[config.mk]
export PLATFORM = sky130hd
export DESIGN_NAME = rr_mux_arbiter
export DESIGN_NICKNAME = d
export VERILOG_FILES = /design/src/rtl/rr_mux_arbiter_pkg.sv /design/src/rtl/rr_mux_arbiter_rr_priority_pick.sv /design/src/rtl/rr_mux_arbiter.sv
export SDC_FILE = /design/constraint.sdc
export NUM_CORES = 1
export LEC_CHECK = 0
export BUFFER_PORTS_ARGS = -buffer_cell sky130_fd_sc_hd__clkbuf_2
export CAP_MARGIN = 10
export CORE_AREA = 2 2 39 41
export DETAILED_ROUTE_END_ITERATION = 16
export DIE_AREA = 0 0 41 43
export SLEW_MARGIN = 20
export SYNTH_ARGS = -nofsm -noshare
export SYNTH_HDL_FRONTEND = slang
export SYNTH_SLANG_ARGS = --single-unit
[constraint.sdc]
create_clock -name clk -period 2.59 [get_ports clk]
set_input_delay 0.1295 -clock clk [delete_from_list [all_inputs] [get_ports clk]]
set_output_delay 0.1295 -clock clk [all_outputs]
set_load 0.01 [all_outputs]
[src/rtl/rr_mux_arbiter_pkg.sv]
// Shared types and helpers for the round-robin mux arbiter.
package rr_mux_arbiter_pkg;

    // Upper bound on requester count supported by the one-hot helper
    localparam int MAX_N = 1024;

    typedef enum logic {
        IDLE  = 1'b0,
        GRANT = 1'b1
    } state_t;

    // Number of requesters served for a given sel width
    function automatic int num_req(input int select_bit);
        return 1 << select_bit;
    endfunction

    // One-hot encoding of an index, truncated by the caller to N bits
    function automatic logic [MAX_N-1:0] onehot(input int unsigned idx);
        logic [MAX_N-1:0] v;
        v      = '0;
        v[idx] = 1'b1;
        return v;
    endfunction

endpackage

[src/rtl/rr_mux_arbiter_rr_priority_pick.sv]
// Combinational round-robin winner search: scans ptr, ptr+1, ... (mod N)
// over the requests that are not excluded and returns the first hit.
module rr_mux_arbiter_rr_priority_pick
    import rr_mux_arbiter_pkg::*;
#(
    parameter int SELECT_BIT = 2,
    localparam int N = num_req(SELECT_BIT)
) (
    input  logic [N-1:0]          req,
    input  logic [SELECT_BIT-1:0] ptr,
    input  logic [N-1:0]          excl,
    output logic [SELECT_BIT-1:0] win,
    output logic                  found
);

    logic [N-1:0]          cand;
    logic [SELECT_BIT-1:0] idx;

    assign cand = req & ~excl;

    // Walk offsets from farthest to nearest so the nearest-to-ptr hit wins
    always_comb begin
        win   = '0;
        found = 1'b0;
        idx   = '0;
        for (int k = N - 1; k >= 0; k--) begin
            idx = ptr + SELECT_BIT'(k);
            if (cand[idx]) begin
                win   = idx;
                found = 1'b1;
            end
        end
    end

endmodule

[src/rtl/rr_mux_arbiter.sv]
// Round-robin arbiter driving the select of a shared N:1 mux.
// Optional owner pre-emption is enabled by defining ARB_TIMEOUT_EN.
module rr_mux_arbiter
    import rr_mux_arbiter_pkg::*;
#(
    parameter int SELECT_BIT     = 2,
    parameter int TIMEOUT_CYCLES = 16,
    localparam int N = num_req(SELECT_BIT)
) (
    input  logic                  clk,
    input  logic                  rst_n,
    input  logic [N-1:0]          req,
    output logic [N-1:0]          gnt,
    output logic                  gnt_valid,
    output logic [SELECT_BIT-1:0] sel,
    output logic                  timeout
);

    state_t                state;
    logic [SELECT_BIT-1:0] ptr;
    logic [SELECT_BIT-1:0] win;
    logic                  found;
    logic [N-1:0]          excl;
    logic                  owner_holds;
    logic                  others_wait;
    logic                  preempt;
    logic                  take;

    // In GRANT, sel always names the owner
    assign owner_holds = (state == GRANT) && req[sel];
    assign others_wait = |(req & ~gnt);

`ifdef ARB_TIMEOUT_EN
    localparam int CW = (TIMEOUT_CYCLES > 2) ? $clog2(TIMEOUT_CYCLES) : 1;

    logic [CW-1:0] hold_cnt;
    logic          cnt_full;

    assign cnt_full = (hold_cnt == CW'(TIMEOUT_CYCLES - 1));
    assign preempt  = owner_holds && cnt_full && others_wait;

    // Hold counter restarts on each new grant and saturates at the limit
    always_ff @(posedge clk) begin
        if (!rst_n) begin
            hold_cnt <= '0;
            timeout  <= 1'b0;
        end else begin
            timeout <= take && preempt;
            if (take)
                hold_cnt <= '0;
            else if (owner_holds && !cnt_full)
                hold_cnt <= hold_cnt + 1'b1;
        end
    end
`else
    assign preempt = 1'b0;
    assign timeout = 1'b0;
`endif

    // A pre-empted owner is kept out of the search; otherwise its request is
    // already low or it is not being re-arbitrated
    assign excl = preempt ? gnt : '0;

    rr_mux_arbiter_rr_priority_pick #(
        .SELECT_BIT (SELECT_BIT)
    ) u_pick (
        .req   (req),
        .ptr   (ptr),
        .excl  (excl),
        .win   (win),
        .found (found)
    );

    // A new owner is installed from IDLE, on owner release, or on pre-emption
    assign take = found && ((state == IDLE) || !owner_holds || preempt);

    // Arbitration FSM with registered grant, select and priority pointer
    always_ff @(posedge clk) begin
        if (!rst_n) begin
            state     <= IDLE;
            ptr       <= '0;
            gnt       <= '0;
            gnt_valid <= 1'b0;
            sel       <= '0;
        end else if (take) begin
            state     <= GRANT;
            gnt       <= N'(onehot(32'(win)));
            gnt_valid <= 1'b1;
            sel       <= win;
            ptr       <= win + 1'b1;
        end else if ((state == GRANT) && !owner_holds) begin
            state     <= IDLE;
            gnt       <= '0;
            gnt_valid <= 1'b0;
        end
    end

endmodule
==> metrics.cfg, run 1 <==
[run_status]
status = finished clean

[worst_setup_path]
cp.arrival_ns = 1.74
start_kind = register
rrSetupSlack_ns = 1.05
path_class = reg -> reg
worstReg2RegStart = sel[1]
required_ns = 2.79
cp_max_fo = 4
cpMaxStageDelayCell = dfxtp_1
end_kind = register
crit_chain = mux2i_1 > o221ai_2 > a2111o_1 > nand2b_1 > a21boi_2
max_stage_delay_ns = 0.40
reg2regPathDepth = 5
reg2reg_to = gnt[3]

[final_layout]
drive_gt1_share_pct = 31.8
area.growth.synth_to_final_pct = 20.2
nFillCells = 145
layout_common_cells = clkbuf_2, dfxtp_1, nand2_1, nor2b_1
final_util_pct = 42.5
antenna_cells = 0
nNetsFinal = 73
postLayoutCellArea_um2 = 588
mostFrequentLayoutCell = clkbuf_2

[synthesis]
synth_seq_cells = 9
synth_top_area_share_pct = 36.8
syn_nets = 57
synth_warnings = 0
synth.area.mux_share_pct = 6.14
synth_compound_gate_area_share_pct = 29.7
postSynthCellCount = 51
avgSynthCellArea_um2 = 9.59
synth-simple-area-share_pct = 22.5
synth_adder_area_share_pct = 0
synth_top_area_cell = dfxtp_1
synthTopCellsByArea = dfxtp_1, mux2i_1, nor2b_1
synth_xor_area_share_pct = 1.79
synth_top_family_by_area = compound AO/OA/AOI/OAI gates
async_flop_share_pct = 0
yosys.cell_types.count = 29
synth_area_um2 = 489
synth_edf_count = 0
yosys_most_used_dff = dfxtp_1
yosysSeqAreaShare_pct = 36.8

[die]
dieArea_um2 = 1760
die_y_um = 43
die_w_um = 41
num_rows = 14
ios = 14
initial_utilization_pct = 35.4
core_area_um2 = 1380

[power_and_ir_drop]
p_int_uw = 283
power_density_nw_per_um2 = 715
pwr-share-seq_pct = 42.8
power_switching_uw = 138
p_clk_share_pct = 26.7
vdd_drop_max_uv = 308
combPwrFrac_pct = 30.5
p_leak_uw = 0.000262
switching_share_pct = 32.8

[route]
remaining_drc_errors = 0
wl_per_cell_um = 11.7
drt-total-wl_um = 956
drtAntennaViolNets = 0
num_vias = 423
vias_per_cell = 5.16
firstDrtPassIters = 4
first_iter_violations = 3

[hold_path]
worstHoldPathType = in -> reg
min_path_cells = 2
holdPathEnd = ptr[0]
worstHoldStart = rst_n

[placement]
dp_slack_ns = 1.08
dpl-instance-area_um2 = 562
gp_congestion = 0.649
numPortBuffers = 12
dp_hpwl_um = 721

[clocking]
htree_levels = 1
tritoncts = built
post-cts-setup-buffers = 0
path_clk_slew_ns = 0.07
cts_buffer_depth = 2
ctsResizeCount = 0
cts-root-buf = clkbuf_4
cts_sinks = 9
numCtsBuffers = 3
clock_latency_ns = 0.27
ctsHoldBuffers = 0

[sta]
fmax_mhz = 649
hold_viol_final = 0
setup_slack_ns = 1.05
fin_setup_tns_ns = 0
drv_slew = 0
final.setup_skew_ns = 0.00905
setup_viol_count_final = 0
finalCriticalPeriod_ns = 1.54
rsz0062_at_grt = no
fin_crit_sh_pct = 59.5

[global_routing]
grt_pass1_vias = 371
grt-ovfl-total = 0
track_usage_pct = 14.0
grt_max_degree = 10
antenna_found_initial = 0
grt_pass1_wl_um = 1610

[job]
drv_cap = 0

-- power groups by stage --
stage                     sequential, uW  clock, uW  combinational, uW
after floorplan                      187          0               88.3
after global placement               183          0                131
after detailed placement             183          0                129
after CTS                            180        113                129
after global routing                 184        126                143
final                                180        112                128
-- how the worst max path moves through the flow --
stage	start	cells after the start	slack [ns]	endpoint
2_1_floorplan	sel[1]	5	1.12	gnt[3]
3_3_place_gp	sel[1]	5	1.11	gnt[3]
3_5_place_dp	sel[1]	5	1.08	gnt[3]
4_1_cts	sel[1]	5	1.05	gnt[3]
5_1_grt	sel[1]	5	0.93	gnt[3]
6_report	sel[1]	5	1.05	gnt[3]
-- stage by stage --
step	hold WS, ns	power (uW)	cells
floorplan	0.251	275	51
global placement	0.446	314	78
detailed placement	0.450	312	78
CTS	0.177	423	82
global route	0.183	454	82
finish	0.165	421	82
-- critical path: cells and delay by family (launching register included) --
kind	cells	cell delay, ns
compound gates	3	0.60
flops	1	0.40
mux	1	0.29
simple gates	1	0.17
-- sequential cells by signal, indices dropped and copies added, names as in the netlist --
register / cells
gnt: 4
ptr: 2
sel: 2
state: 1
-- synth_stat cells (all sizes together), types with 2 or more instances --
| cell type | number |
|---|---|
| and2 | 2 |
| a21oi | 3 |
| nand2 | 4 |
| mux2i | 3 |
| dfxtp | 9 |
| nand2b | 3 |
| nor2b | 5 |
| a21boi | 3 |
-- final cells by class --
type	instances	area, um^2	share of cell area [%]
multi-input cells	40	298	50.6
flip-flops and latches	9	180	30.6
repair buffers	12	60.1	10.2
clock buffers	4	26.3	4.47
well taps	16	20.0	3.40
inverters	1	3.75	0.638
-- layer usage --
layer  part of all wire [%]  vias to the layer above  GRT usage (%)  routed length (um)
li1                       -                      216              -                   -
met1                     49                      189           19.6                 466
met2                     41                       14           17.2                 396
met3                    6.9                        4           4.71                  66
met4                    2.7                        0           10.0                  26
met5                      0                        -              0                   0
-- kinds of logic (layout without fill, tap and decap cells) --
group           after synthesis  count (layout)
simple gates                 18              18
compound gates               17              17
xor+xnor                      1               1
buf+inv                       2              17
mux                           3               3
flops                         9               9
other cells                   1               1
No activity file was read; power rests on OpenSTA's default activity.
==> inputs of run 2 (changes only) <==
--- a/config.mk
+++ b/config.mk
@@ -5,11 +5,13 @@
 export SDC_FILE = /design/constraint.sdc
 export NUM_CORES = 1
 export LEC_CHECK = 0
+export ABC_AREA = 1
 export BUFFER_PORTS_ARGS = -buffer_cell sky130_fd_sc_hd__clkbuf_2
 export CAP_MARGIN = 10
 export CORE_AREA = 2 2 39 41
 export DETAILED_ROUTE_END_ITERATION = 16
 export DIE_AREA = 0 0 41 43
+export PLACE_DENSITY = 0.72
 export SLEW_MARGIN = 20
 export SYNTH_ARGS = -nofsm -noshare
 export SYNTH_HDL_FRONTEND = slang
==> constraint.sdc (replaced) <==
create_clock -name clk -period 1.5 [get_ports clk]
set_input_delay 0.075 -clock clk [delete_from_list [all_inputs] [get_ports clk]]
set_output_delay 0.075 -clock clk [all_outputs]
set_load 0.01 [all_outputs]
==> run 2 against run 1 <==
Against the previous run: sequential power increased by 140%; largest power group is now combinational cells; synthesized area increased by 32%; power increased to 5.6 times the previous value; setup slack got worse by 1.1 ns; via count increased by 82%; combinational power increased to 13 times the previous value; final area increased by 68%; critical path type unchanged; clock power increased by 75%; clock skew about the same; cell count increased by 83%; largest cell class unchanged; the run now ends with setup timing left; die area unchanged.
==> metrics.cfg, run 2 <==
[run_status]
status = finished with violations
failed_checks = setup timing

[hold_path]
worstHoldPathType = in -> reg
min_path_cells = 3
holdPathEnd = sel[0]
worstHoldStart = rst_n

[synthesis]
synthTopCellsByArea = dfxtp_1, nand2_1, nand2_2
syn_nets = 113
postSynthCellCount = 107
synth.area.mux_share_pct = 0
avgSynthCellArea_um2 = 6.03
async_flop_share_pct = 0
ys_top_cells_by_count = nand2_1, inv_1, dfxtp_1
synth_xor_area_share_pct = 0
synth_most_common_cell = nand2_1
synth_warnings = 0
synth-simple-area-share_pct = 47.3
synth_top_family_by_area = simple AND/OR/NAND/NOR gates
yosys_most_used_dff = dfxtp_1
synth_adder_area_share_pct = 0
yosysSeqAreaShare_pct = 27.9
synth_area_um2 = 646
synth_compound_gate_area_share_pct = 13.8
synth_top_area_share_pct = 27.9
synth_top_area_cell = dfxtp_1
synth_edf_count = 0
synth_seq_cells = 9
yosys.cell_types.count = 19

[worst_setup_path]
rrSetupSlack_ns = -0.07
path_class = reg -> reg
start_kind = register
reg2regPathDepth = 13
end_kind = register
cp.arrival_ns = 1.72
cp_max_fo = 8
required_ns = 1.65
reg2reg_to = ptr[1]
worstReg2RegStart = ptr[0]

[power_and_ir_drop]
vdd_drop_max_uv = 1200
power_switching_uw = 1160
p_int_uw = 1180
combPwrFrac_pct = 73.2
switching_share_pct = 49.7
power_density_nw_per_um2 = 2370
p_leak_uw = 0.000501
p_clk_share_pct = 8.4
pwr-share-seq_pct = 18.4

[global_routing]
grt_pass1_vias = 705
grtUsageMet3_pct = 4.71
met1_usage_pct = 23.6
met2_usage_pct = 39.7
grt_max_degree = 9
top_usage_layer = met2
track_usage_pct = 23.1
antenna_found_initial = 0
grt_pass1_wl_um = 2740
grt-ovfl-total = 0

[final_layout]
antenna_cells = 0
instances_no_fill = 150
largest_register_ffs = 4
layout_common_cells = nand2_1, nand2_2, clkbuf_2, buf_4, inv_1
nFillCells = 115
mostFrequentLayoutCell = nand2_1
final_util_pct = 71.2
largest-register = gnt
top_regs = gnt: 4 flops, ptr: 2 flops, sel: 2 flops
nNetsFinal = 141
area.growth.synth_to_final_pct = 52.7
final-seq-area_um2 = 186
multi_input_area_um2 = 532
drive_gt1_share_pct = 53.0

[sta]
finalCriticalPeriod_ns = 1.57
hold_slack_ns = 0.0444
fmax_mhz = 636
rsz0062_at_grt = yes
fin_crit_sh_pct = 105
setup_viol_count_final = 4
drv_slew = 0
hold_viol_final = 0
fin_setup_tns_ns = -0.255
setup_slack_ns = -0.0729
final.setup_skew_ns = 0.00890

[clocking]
cts_sinks = 9
clock_latency_ns = 0.27
cts_buffer_depth = 2
cts-root-buf = clkbuf_4
tritoncts = built
ctsHoldBuffers = 0
htree_levels = 1
numCtsBuffers = 3
path_clk_slew_ns = 0.07

[route]
firstDrtPassIters = 4
drt-total-wl_um = 1990
drtAntennaViolNets = 0
wl_per_cell_um = 13.3
remaining_drc_errors = 0
num_vias = 771
first_iter_violations = 13
vias_per_cell = 5.14

[placement]
dp_hpwl_um = 1210
gp_congestion = 0.788
dp_slack_ns = -0.190
dp_cells = 141
numPortBuffers = 12

[die]
core_area_um2 = 1380
num_rows = 14
die_y_um = 43
initial_utilization_pct = 46.7
dieArea_um2 = 1760
ios = 14
die_w_um = 41

[job]
drv_cap = 0

## run 2: cell count changes after synthesis, moves of 3 or more
cell	change
nand2b_1	-3
a21oi_1	+5
inv_1	+10
nand2_1	+36
nand3_1	+7
mux2i_1	-3
nand2_2	+8
nor2_1	+7
nor2b_1	-4
## run 2: kinds of logic after synthesis
group                  count (synthesis)
AOI/OAI and AO/OA                     15
buffers and inverters                 15
DFF                                    9
other                                  1
and+or+nand+nor                       67
## run 2: final cells by class
| type | count | share of cell area [%] |
|---|---|---|
| clock buffer | 4 | 2.66 |
| inverter | 13 | 5.71 |
| multi-input combinational | 83 | 53.9 |
| sequential | 9 | 18.9 |
| tap | 16 | 2.03 |
| timing repair buffer | 25 | 16.8 |
## run 2: routing by layer
metal,up-vias,routed length (um)
met2,25,1060
met5,-,0
met3,11,68
met4,0,72
met1,349,793
li1,386,-
## run 2: power by group through the flow
| stage | logic, uW | clock network, uW | registers [uW] |
|---|---|---|---|
| after floorplan | 815 | 0 | 416 |
| final | 1710 | 196 | 430 |
| after global routing | 1840 | 204 | 439 |
| after global placement | 1160 | 0 | 399 |
| after CTS | 1390 | 199 | 412 |
| after detailed placement | 1190 | 0 | 404 |
## run 2: worst max-delay path: stages, from the launching register on
cell,delay (ns)
dfxtp_4,0.39
inv_6,0.10
nand2_2,0.06
nand2_2,0.08
nand2_2,0.08
buf_4,0.14
nand2_1,0.07
inv_2,0.05
a21oi_4,0.20
nor2_4,0.05
nand2_2,0.07
nand2_1,0.05
nor2_1,0.08
nor2_1,0.05
## run 2: how the worst max path moves through the flow
stage	startpoint	end	slack (ns)	cells past startpoint
floorplan	ptr[0]	ptr[1]	0.08	13
finish	ptr[0]	ptr[1]	-0.07	13
global placement	ptr[0]	ptr[1]	-0.15	13
detailed placement	ptr[0]	ptr[1]	-0.19	13
global route	ptr[0]	gnt[0]	-0.15	12
CTS	ptr[0]	ptr[1]	-0.01	13
## run 2: metrics by stage
step	area (um^2)	power, uW
after global placement	767	1560
after detailed placement	767	1600
after CTS	875	2000
after global routing	986	2480
after floorplan	646	1230
final	986	2340
## run 2: what timing repair did
item | CTS | global route
gates resized for setup | 20 | 23
setup buffers | 1 | 4
pin swaps | 8 | 9
setup endpoints to repair | 8 | 8
